`src/rtl/st_pkg.sv`:
```
// Shared constants, source indices and arbiter state encoding for the
// transmit-side stream merger.
package st_pkg;

  localparam int DATA_W  = 32;
  localparam int KEEP_W  = DATA_W / 8;
  localparam int NUM_SRC = 3;

  localparam logic [1:0] SRC_ARP = 2'd0;
  localparam logic [1:0] SRC_SD  = 2'd1;
  localparam logic [1:0] SRC_UA  = 2'd2;

  typedef enum logic {
    IDLE = 1'b0,
    LOCK = 1'b1
  } state_t;

  // First requester found scanning last_idx+1, +2, +3 (mod NUM_SRC).
  function automatic logic [1:0] rr_pick(input logic [1:0]         last_idx,
                                         input logic [NUM_SRC-1:0] req);
    logic [1:0] pick;
    logic [1:0] cand;
    pick = last_idx;
    for (int k = NUM_SRC; k >= 1; k--) begin
      cand = 2'((int'(last_idx) + k) % NUM_SRC);
      if (req[cand]) pick = cand;
    end
    return pick;
  endfunction

endpackage

```
`src/rtl/st_out_reg.sv`:
```
// One-deep registered output stage toward the MAC; accepts a new beat whenever
// it is empty or its current beat is leaving in the same cycle.
module st_out_reg #(
  parameter int DATA_W = 32,
  parameter int KEEP_W = DATA_W / 8
) (
  input  logic              clk,
  input  logic              reset,
  input  logic              load,
  input  logic [DATA_W-1:0] in_data,
  input  logic              in_last,
  input  logic [KEEP_W-1:0] in_keep,
  input  logic              out_trdy,
  output logic              out_ready,
  output logic              out_vld,
  output logic [DATA_W-1:0] out_data,
  output logic              out_last,
  output logic [KEEP_W-1:0] out_keep
);

  assign out_ready = !out_vld || out_trdy;

  // A load in the same cycle as a drain keeps valid high.
  always_ff @(posedge clk) begin
    if (reset) begin
      out_vld  <= 1'b0;
      out_data <= '0;
      out_last <= 1'b0;
      out_keep <= '0;
    end else if (load) begin
      out_vld  <= 1'b1;
      out_data <= in_data;
      out_last <= in_last;
      out_keep <= in_keep;
    end else if (out_trdy) begin
      out_vld  <= 1'b0;
    end
  end

endmodule

```
`src/rtl/st_tx_arbiter.sv`:
```
// Packet-level round-robin merge of the ARP, search-device and udp2axi transmit
// streams into the single MAC transmit stream; a granted source owns the output until tlast.
module st_tx_arbiter #(
  parameter int DATA_W = 32,
  parameter int KEEP_W = DATA_W / 8
) (
  input  logic              clk,
  input  logic              reset,
  input  logic [DATA_W-1:0] arp_tdata_i,
  input  logic              arp_tvld_i,
  input  logic              arp_tlast_i,
  input  logic [KEEP_W-1:0] arp_tkeep_i,
  output logic              arp_trdy_o,
  input  logic [DATA_W-1:0] sd_tdata_i,
  input  logic              sd_tvld_i,
  input  logic              sd_tlast_i,
  input  logic [KEEP_W-1:0] sd_tkeep_i,
  output logic              sd_trdy_o,
  input  logic [DATA_W-1:0] ua_tdata_i,
  input  logic              ua_tvld_i,
  input  logic              ua_tlast_i,
  input  logic [KEEP_W-1:0] ua_tkeep_i,
  output logic              ua_trdy_o,
  output logic [DATA_W-1:0] to_tse_tdata_o,
  output logic              to_tse_tvld_o,
  output logic              to_tse_tlast_o,
  output logic [KEEP_W-1:0] to_tse_tkeep_o,
  input  logic              to_tse_trdy_i,
  output logic [2:0]        grant_o,
  output logic              busy_o
);

  import st_pkg::*;

  // Handshake: every stream moves a beat in a cycle where tvld and trdy are both
  // high; a source holds data/last/keep stable while tvld=1 and trdy=0.

  logic [DATA_W-1:0]  src_data [NUM_SRC];
  logic [KEEP_W-1:0]  src_keep [NUM_SRC];
  logic [NUM_SRC-1:0] src_vld;
  logic [NUM_SRC-1:0] src_last;
  logic [NUM_SRC-1:0] src_rdy;

  assign src_data[SRC_ARP] = arp_tdata_i;
  assign src_data[SRC_SD]  = sd_tdata_i;
  assign src_data[SRC_UA]  = ua_tdata_i;
  assign src_keep[SRC_ARP] = arp_tkeep_i;
  assign src_keep[SRC_SD]  = sd_tkeep_i;
  assign src_keep[SRC_UA]  = ua_tkeep_i;
  assign src_vld  = {ua_tvld_i, sd_tvld_i, arp_tvld_i};
  assign src_last = {ua_tlast_i, sd_tlast_i, arp_tlast_i};

  assign arp_trdy_o = src_rdy[SRC_ARP];
  assign sd_trdy_o  = src_rdy[SRC_SD];
  assign ua_trdy_o  = src_rdy[SRC_UA];

  state_t             state;
  state_t             state_nx;
  logic [1:0]         grant_idx;
  logic [1:0]         grant_idx_nx;
  logic [1:0]         last_idx;
  logic [1:0]         last_idx_nx;
  logic               out_ready;
  logic               beat_acc;
  logic [NUM_SRC-1:0] grant_oh;

  always_ff @(posedge clk) begin
    if (reset) begin
      state     <= IDLE;
      grant_idx <= SRC_ARP;
      last_idx  <= SRC_UA;
    end else begin
      state     <= state_nx;
      grant_idx <= grant_idx_nx;
      last_idx  <= last_idx_nx;
    end
  end

  // Requests raised while locked are simply not looked at until IDLE.
  always_comb begin
    state_nx     = state;
    grant_idx_nx = grant_idx;
    last_idx_nx  = last_idx;
    src_rdy      = '0;
    beat_acc     = 1'b0;
    case (state)
      IDLE: begin
        if (|src_vld) begin
          grant_idx_nx = rr_pick(last_idx, src_vld);
          state_nx     = LOCK;
        end
      end
      LOCK: begin
        src_rdy[grant_idx] = out_ready;
        beat_acc           = src_vld[grant_idx] && out_ready;
        if (beat_acc && src_last[grant_idx]) begin
          last_idx_nx = grant_idx;
          state_nx    = IDLE;
        end
      end
      default: state_nx = IDLE;
    endcase
  end

  always_comb begin
    grant_oh = '0;
    if (state == LOCK) grant_oh[grant_idx] = 1'b1;
  end

  assign grant_o = grant_oh;
  assign busy_o  = (state == LOCK);

  st_out_reg #(
    .DATA_W (DATA_W),
    .KEEP_W (KEEP_W)
  ) u_out_reg (
    .clk       (clk),
    .reset     (reset),
    .load      (beat_acc),
    .in_data   (src_data[grant_idx]),
    .in_last   (src_last[grant_idx]),
    .in_keep   (src_keep[grant_idx]),
    .out_trdy  (to_tse_trdy_i),
    .out_ready (out_ready),
    .out_vld   (to_tse_tvld_o),
    .out_data  (to_tse_tdata_o),
    .out_last  (to_tse_tlast_o),
    .out_keep  (to_tse_tkeep_o)
  );

endmodule

```
`config.mk`:
```
export PLATFORM = sky130hd
export DESIGN_NAME = st_tx_arbiter
export DESIGN_NICKNAME = d
export VERILOG_FILES = /design/src/rtl/st_pkg.sv /design/src/rtl/st_out_reg.sv /design/src/rtl/st_tx_arbiter.sv
export SDC_FILE = /design/constraint.sdc
export NUM_CORES = 1
export LEC_CHECK = 0
export CAP_MARGIN = 20
export CELL_PAD_IN_SITES_DETAIL_PLACEMENT = 1
export CELL_PAD_IN_SITES_GLOBAL_PLACEMENT = 2
export CORE_UTILIZATION = 23
export DETAILED_ROUTE_END_ITERATION = 7
export PLACE_DENSITY_LB_ADDON = 0.1
export SLEW_MARGIN = 20
export SYNTH_ARGS = -nofsm -noshare
export SYNTH_HDL_FRONTEND = slang
export SYNTH_SLANG_ARGS = --single-unit
```
`constraint.sdc`:
```
create_clock -name clk -period 4 [get_ports clk]
set_input_delay 0.4 -clock clk [delete_from_list [all_inputs] [get_ports clk]]
set_output_delay 0.4 -clock clk [all_outputs]
set_load 0.01 [all_outputs]
```
==> results of run 1 <==
## sequential cells by signal, summed over array words and instances, names as in the netlist
name                count
busy_o                  1
u_out_reg.out_vld       1
last_idx                2
u_out_reg.out_last      1
u_out_reg.out_data     32
u_out_reg.out_keep      4
grant_idx               2
## worst reg2reg max path: cells and delay by family, from the launching register on
kind,cells,cell delay (ns)
and+or+nand+nor,2,1.20
DFF,1,0.91
AOI/OAI and AO/OA,2,0.27
## metal layers
| metal | routed length [µm] | GRT usage | vias up |
|---|---|---|---|
| li1 | - | - | 1451 |
| met1 | 4360 | 0.182 | 1417 |
| met2 | 5040 | 0.289 | 83 |
| met3 | 583 | 0.0307 | 6 |
| met4 | 93 | 0.0390 | 0 |
| met5 | 0 | 0 | - |
## worst paths after layout
path / end / cells past startpoint
min reg2reg: u_out_reg.out_data[26] / 2
max: ua_trdy_o / 3
max reg2reg: last_idx[0] / 4
min: u_out_reg.out_data[26] / 2
## layout make-up
| class | instances | area [µm²] | share of cell area |
|---|---|---|---|
| Clock buffer | 8 | 156 | 0.0332 |
| Inverter | 4 | 15.0 | 0.00319 |
| Multi-Input combinational cell | 242 | 1800 | 0.383 |
| Sequential cell | 43 | 863 | 0.183 |
| Tap cell | 168 | 210 | 0.0446 |
| Timing Repair Buffer | 166 | 1660 | 0.353 |
## power by group
part / total, mW / internal (mW) / switching [mW]
Clock: 0.426 / 0.266 / 0.161
Combinational: 0.666 / 0.353 / 0.312
Sequential: 0.551 / 0.485 / 0.0655
Total: 1.64 / 1.10 / 0.538
## cells by family after synthesis
group,Yosys count,synth area share
flip-flops,43,0.297
buffers and inverters,34,0.0808
AO/OA/AOI/OAI,127,0.351
AND/OR/NAND/NOR,72,0.118
adder cells (fa/ha/maj),3,0.0130
multiplexers,40,0.139
## cell usage in the layout, fill, tap and decap left out, types with 4 or more instances in the layout
cell | netlist | layout
a21oi_1 | 54 | 54
a211oi_2 | 31 | 31
a21oi_2 | 20 | 20
clkdlybuf4s50_1 | 0 | 160
dfxtp_1 | 43 | 41
buf_4 | 5 | 4
nor2_1 | 41 | 41
nand2b_1 | 5 | 5
mux2i_1 | 39 | 39
nand2_1 | 6 | 6
a211oi_1 | 7 | 7
nor3_1 | 4 | 4
clkbuf_16 | 0 | 5
## metrics by stage
step                      power (mW)  instances
final                           1.64        631
after global routing            1.75        631
after CTS                       1.67        630
after detailed placement        1.23        622
after global placement          1.22        622
after floorplan                0.943        319
==> metrics.csv, run 1 <==
stage,metric,value,unit
run_status,outcome,"finished, final reports clean",
synth,ys_types,43,
synth,async_flop_share,0,
die,design.die.area,13000,µm²
clocking,cts_setup_buffers,0,
route,via_per_inst,4.69,
timing,fin_worst_skew,0.00737,ns
clocking,cts_resized,0,
route,drc,0,
timing,setup_violations,0,
timing,finalSetupTns,0,ns
synth,ys_top_cells_by_count,"54 x a21oi_1, 43 x dfxtp_1, 41 x nor2_1",
finish,diodes,0,
setup_path,critPathMaxFanout,45,
route,vias,2957,
finish,fin_nets,582,
synth,yosysMostFrequentCell,a21oi_1,
synth,yosys.area.top_type,dfxtp_1,
die,start_util,0.238,
timing,rsz0062_at_grt,no,
clocking,clk_pin_slew,0.06,ns
min_path,hp-class,flip-flop to flip-flop,
timing,holdWs,0.518,ns
global_routing,grt_pass1_wl,15.9,mm
clocking,clock_latency,0.28,ns
timing,hold_viol,0,
finish,final_util,0.388,
timing,report.final.slew_viol_count,0,
synth,synth_area,2890,µm²
synth,seq_area_frac_synth,0.297,
setup_path,cp.arrival,2.25,ns
timing,min_period,2.65,ns
pwr,p_leak,1.61,nW
clocking,htreeDepth,2,
route,drt_wl_total,10.1,mm
clocking,clockBufferDepth,2,
route,detail-route-antenna-nets,0,
finish,fill_cells,1400,
synth,netlist_instances,319,
clocking,postCtsHoldBufs,0,
placed_design,gp_congestion,0.759,
clocking,cts_tree,done,
synth,synth-edff-count,0,
clocking,clockRootBuffer,clkbuf_16,
setup_path,cp_top_family,flip-flops,
synth,synth_warnings,0,
setup_path,slowest_delay,0.91,ns
die,die_w,114,µm
timing,setup_ws,1.35,ns
route,drt_iter0_drc,50,
clocking,cts_buffers,5,
timing,period_share,0.663,
die,ios,162,
timing,max_freq,0.377,GHz
setup_path,worstPathRequired,3.60,ns
timing,max_slew_margin,0.385,
global_routing,gr-total-overflow,0,
setup_path,endpoint_kind,primary output,
setup_path,rrSetupSlack,1.53,ns
route,wl_per_cell,16.0,µm
synth,syn_nets,439,
global_routing,track_usage,0.156,
min_path,worstHoldStart,u_out_reg.out_data[26],
setup_path,start_kind,flip-flop,
job,drv_cap,0,
synth,yosys.area.top_type_share,0.297,
setup_path,crit_buf_inv,2,
timing,worstMarginPinSlew,0.923,ns
die,die_h,114,µm
clocking,clkSinkCount,43,
synth,avgSynthCellArea,9.07,µm²
global_routing,grt_start_max_net_pins,46,
placed_design,dp_slack,1.34,ns
setup_path,cp_cell_sequence,"inv_2, nor3_1, clkdlybuf4s50_1",
synth,yosys-top-cells-area,"dfxtp_1 30%, mux2i_1 13%, a211oi_2 13%",
route,dr.pass1.iters,4,
finish,drive_gt1_frac,0.164,
finish,design_area,4710,µm²
global_routing,antenna_found_initial,0,
global_routing,grt_pass1_vias,3116,
setup_path,worstSetupPathType,flip-flop to primary output,
pwr,p_per_area,349,nW/µm²
placed_design,post-dp-hpwl,7.46,mm
setup_path,reg2reg_from,grant_idx[1],
placed_design,dpl-instance-area,4530,µm²
synth,synth_top_flop_cell,dfxtp_1,
die,fp.coreArea,12200,µm²
placed_design,port_buffers,161,
finish,areaGrowthSynthToFinish,62.9,%
setup_path,worst_path_max_delay_cell,dfxtp_2,
setup_path,crit_start,grant_idx[1],
synth,ys_ff_latch,43,
die,core.rowCount,40,
pwr,ir_worst_vdd,0.000157,V
Note: power is estimated with default switching activity, not from simulation.
==> run 2: changes to the inputs <==
--- a/config.mk
+++ b/config.mk
@@ -8,7 +8,7 @@
 export CAP_MARGIN = 20
 export CELL_PAD_IN_SITES_DETAIL_PLACEMENT = 1
 export CELL_PAD_IN_SITES_GLOBAL_PLACEMENT = 2
-export CORE_UTILIZATION = 23
+export CORE_UTILIZATION = 21
 export DETAILED_ROUTE_END_ITERATION = 7
 export PLACE_DENSITY_LB_ADDON = 0.1
 export SLEW_MARGIN = 20
==> constraint.sdc (replaced) <==
create_clock -name clk -period 2.63 [get_ports clk]
set_input_delay 0.263 -clock clk [delete_from_list [all_inputs] [get_ports clk]]
set_output_delay 0.263 -clock clk [all_outputs]
set_load 0.01 [all_outputs]
==> run 2 against run 1 <==
Against the previous run: clock power rose by 35%; sequential cell count did not move; sequential share of layout area barely moved; via count fell by 0.74%; critical endpoint is now u_out_reg.out_data[9]; highest routed layer unchanged.
==> metrics.csv, run 2 (synthesized netlist as in run 1, its figures left out) <==
stage,metric,value,unit,change
run_status,outcome,"finished, final reports clean",,unchanged
timing,hold_viol,0,,unchanged
min_path,min_path_cells,2,,unchanged
finish,drive_gt1_frac,0.168,,was 0.164
die,fp.coreArea,13300,µm²,was 12200 µm²
route,vias,2935,,was 2957
route,wl_per_cell,16.4,µm,was 16.0 µm
timing,max_freq,0.474,GHz,
global_routing,grt_pass1_vias,3138,,was 3116
global_routing,gr-total-overflow,0,,unchanged
finish,regMostFlops,u_out_reg.out_data,,unchanged
timing,min_period,2.11,ns,
timing,setup_violations,0,,unchanged
clocking,clockBufferDepth,2,,unchanged
route,drt_iter0_drc,55,,was 50
clocking,clk_pin_slew,0.06,ns,about the same
timing,max_slew_margin,0.329,,was 0.385
setup_path,endpoint_kind,flip-flop,,was primary output
global_routing,track_usage,0.149,,was 0.156
die,die_h,119,µm,was 114 µm
finish,layout_common_cells,"160 x clkdlybuf4s50_1, 54 x a21oi_1, 41 x nor2_1, 41 x dfxtp_1, 39 x mux2i_1",,unchanged
route,drc,0,,unchanged
finish,largest_reg_flops,32,,unchanged
placed_design,dpl-instance-area,4590,µm²,was 4530 µm²
clocking,clock_latency,0.28,ns,about the same
global_routing,grt_start_max_net_pins,39,,was 46
finish,diodes,0,,unchanged
timing,report.final.slew_viol_count,0,,unchanged
pwr,p_leak,1.61,nW,about the same
setup_path,start_kind,input pin,,was flip-flop
placed_design,post-dp-hpwl,7.60,mm,was 7.46 mm
clocking,htreeDepth,2,,unchanged
timing,worstMarginPinSlew,1.01,ns,was 0.923 ns
pwr,ir_worst_vdd,0.000206,V,was 0.000157 V
finish,final_util,0.353,,was 0.388
finish,final_cells,641,,was 631
placed_design,dp_cells,635,,was 622
clocking,cts_setup_buffers,0,,unchanged
clocking,cts_buffers,5,,unchanged
finish,areaGrowthSynthToFinish,63.0,%,was 62.9%
setup_path,worstSetupPathType,input pin to flip-flop,,was flip-flop to primary output
clocking,postCtsHoldBufs,0,,unchanged
finish,design_area,4720,µm²,was 4710 µm²
route,dr.pass1.iters,4,,unchanged
timing,fin_worst_skew,0.00484,ns,was 0.00737 ns
pwr,p_per_area,517,nW/µm²,was 349 nW/µm²
timing,finalSetupTns,0,ns,unchanged
clocking,clockRootBuffer,clkbuf_16,,unchanged
setup_path,worst_path_max_delay_cell,a211o_2,,was dfxtp_2
setup_path,worstPathRequired,2.83,ns,was 3.60 ns
clocking,cts_tree,done,,unchanged
pwr,finalPower,2.44,mW,was 1.64 mW
die,design.die.area,14300,µm²,was 13000 µm²
die,start_util,0.217,,was 0.238
setup_path,worst_r2r_path_depth,3,,was 4
route,via_per_inst,4.58,,was 4.69
global_routing,antenna_found_initial,0,,unchanged
setup_path,cp.arrival,2.31,ns,was 2.25 ns
setup_path,crit_buf_inv,1,,was 2
route,drt_wl_total,10.5,mm,was 10.1 mm
min_path,hp-class,flip-flop to flip-flop,,unchanged
job,drv_cap,0,,unchanged
placed_design,gp_congestion,0.720,,was 0.759
route,detail-route-antenna-nets,0,,unchanged
placed_design,port_buffers,161,,unchanged
finish,fin_nets,586,,was 582
die,die_w,119,µm,was 114 µm
finish,layout.cells.most_common,clkdlybuf4s50_1,,unchanged
setup_path,critPathMaxFanout,38,,was 45
timing,period_share,0.802,,
timing,rsz0062_at_grt,no,,unchanged
setup_path,cp_cell_sequence,"clkdlybuf4s50_1, nor2b_2, a211o_2, a21oi_1, a211oi_2",,"was inv_2, nor3_1, clkdlybuf4s50_1"
setup_path,worst-path-stages,5,,was 3
setup_path,slowest_delay,0.78,ns,was 0.91 ns
clocking,cts_resized,0,,unchanged
clocking,clkSinkCount,43,,unchanged
setup_path,cp_top_family,compound AO/OA/AOI/OAI gates,,was flip-flops
die,core.rowCount,42,,was 40
die,ios,162,,unchanged
global_routing,grt_pass1_wl,16.7,mm,was 15.9 mm
finish,largestRegisters,"u_out_reg.out_data (32), u_out_reg.out_keep (4)",,unchanged
-- run 2: changes by cell type in the layout (fill, tap and decap cells not counted) --
cell | previous run | this run
buf_4 | 4 | 8
clkbuf_8 | 2 | 0
buf_12 | 0 | 1
buf_16 | 1 | 0
-- run 2: path summary, 6_finish.rpt --
check	from	to	slack, ns
hold / removal	u_out_reg.out_data[2]	u_out_reg.out_data[2]	0.52
hold reg to reg	u_out_reg.out_data[2]	u_out_reg.out_data[2]	0.52
setup / recovery	arp_tvld_i	u_out_reg.out_data[9]	0.52
setup reg to reg	grant_idx[0]	u_out_reg.out_data[9]	0.71
-- run 2: per-stage QoR --
stage	hold slack, ns	setup slack [ns]
finish	0.517	0.520
global placement	0.505	0.268
global route	0.537	0.341
detailed placement	0.514	0.199
floorplan	0.457	1.11
CTS	0.523	0.499
-- run 2: where the power goes --
part	switching, mW	internal (mW)	total, mW
registers	0.0678	0.738	0.806
logic	0.514	0.541	1.06
clock network	0.235	0.342	0.576
-- run 2: layout make-up --
cell class                 count  area (µm²)
clock buffer                   6         129
fill                        1562        8630
inverter                       4        15.0
multi-input combinational    242        1800
sequential                    43         863
tap                          176         220
timing repair buffer         170        1690
-- run 2: metal layers --
layer | share of wire | global-route usage | vias up
met5 | 0 | 0 | -
met4 | 0.0082 | 0.0328 | 0
met3 | 0.050 | 0.0278 | 6
met2 | 0.49 | 0.272 | 83
met1 | 0.45 | 0.179 | 1392
li1 | - | - | 1454
-- run 2: worst register-to-register path, cell delays in order, from the launching register on --
cell	delay, ns
dfxtp_2	0.52
a211o_2	0.86
a21oi_1	0.22
a211oi_2	0.23
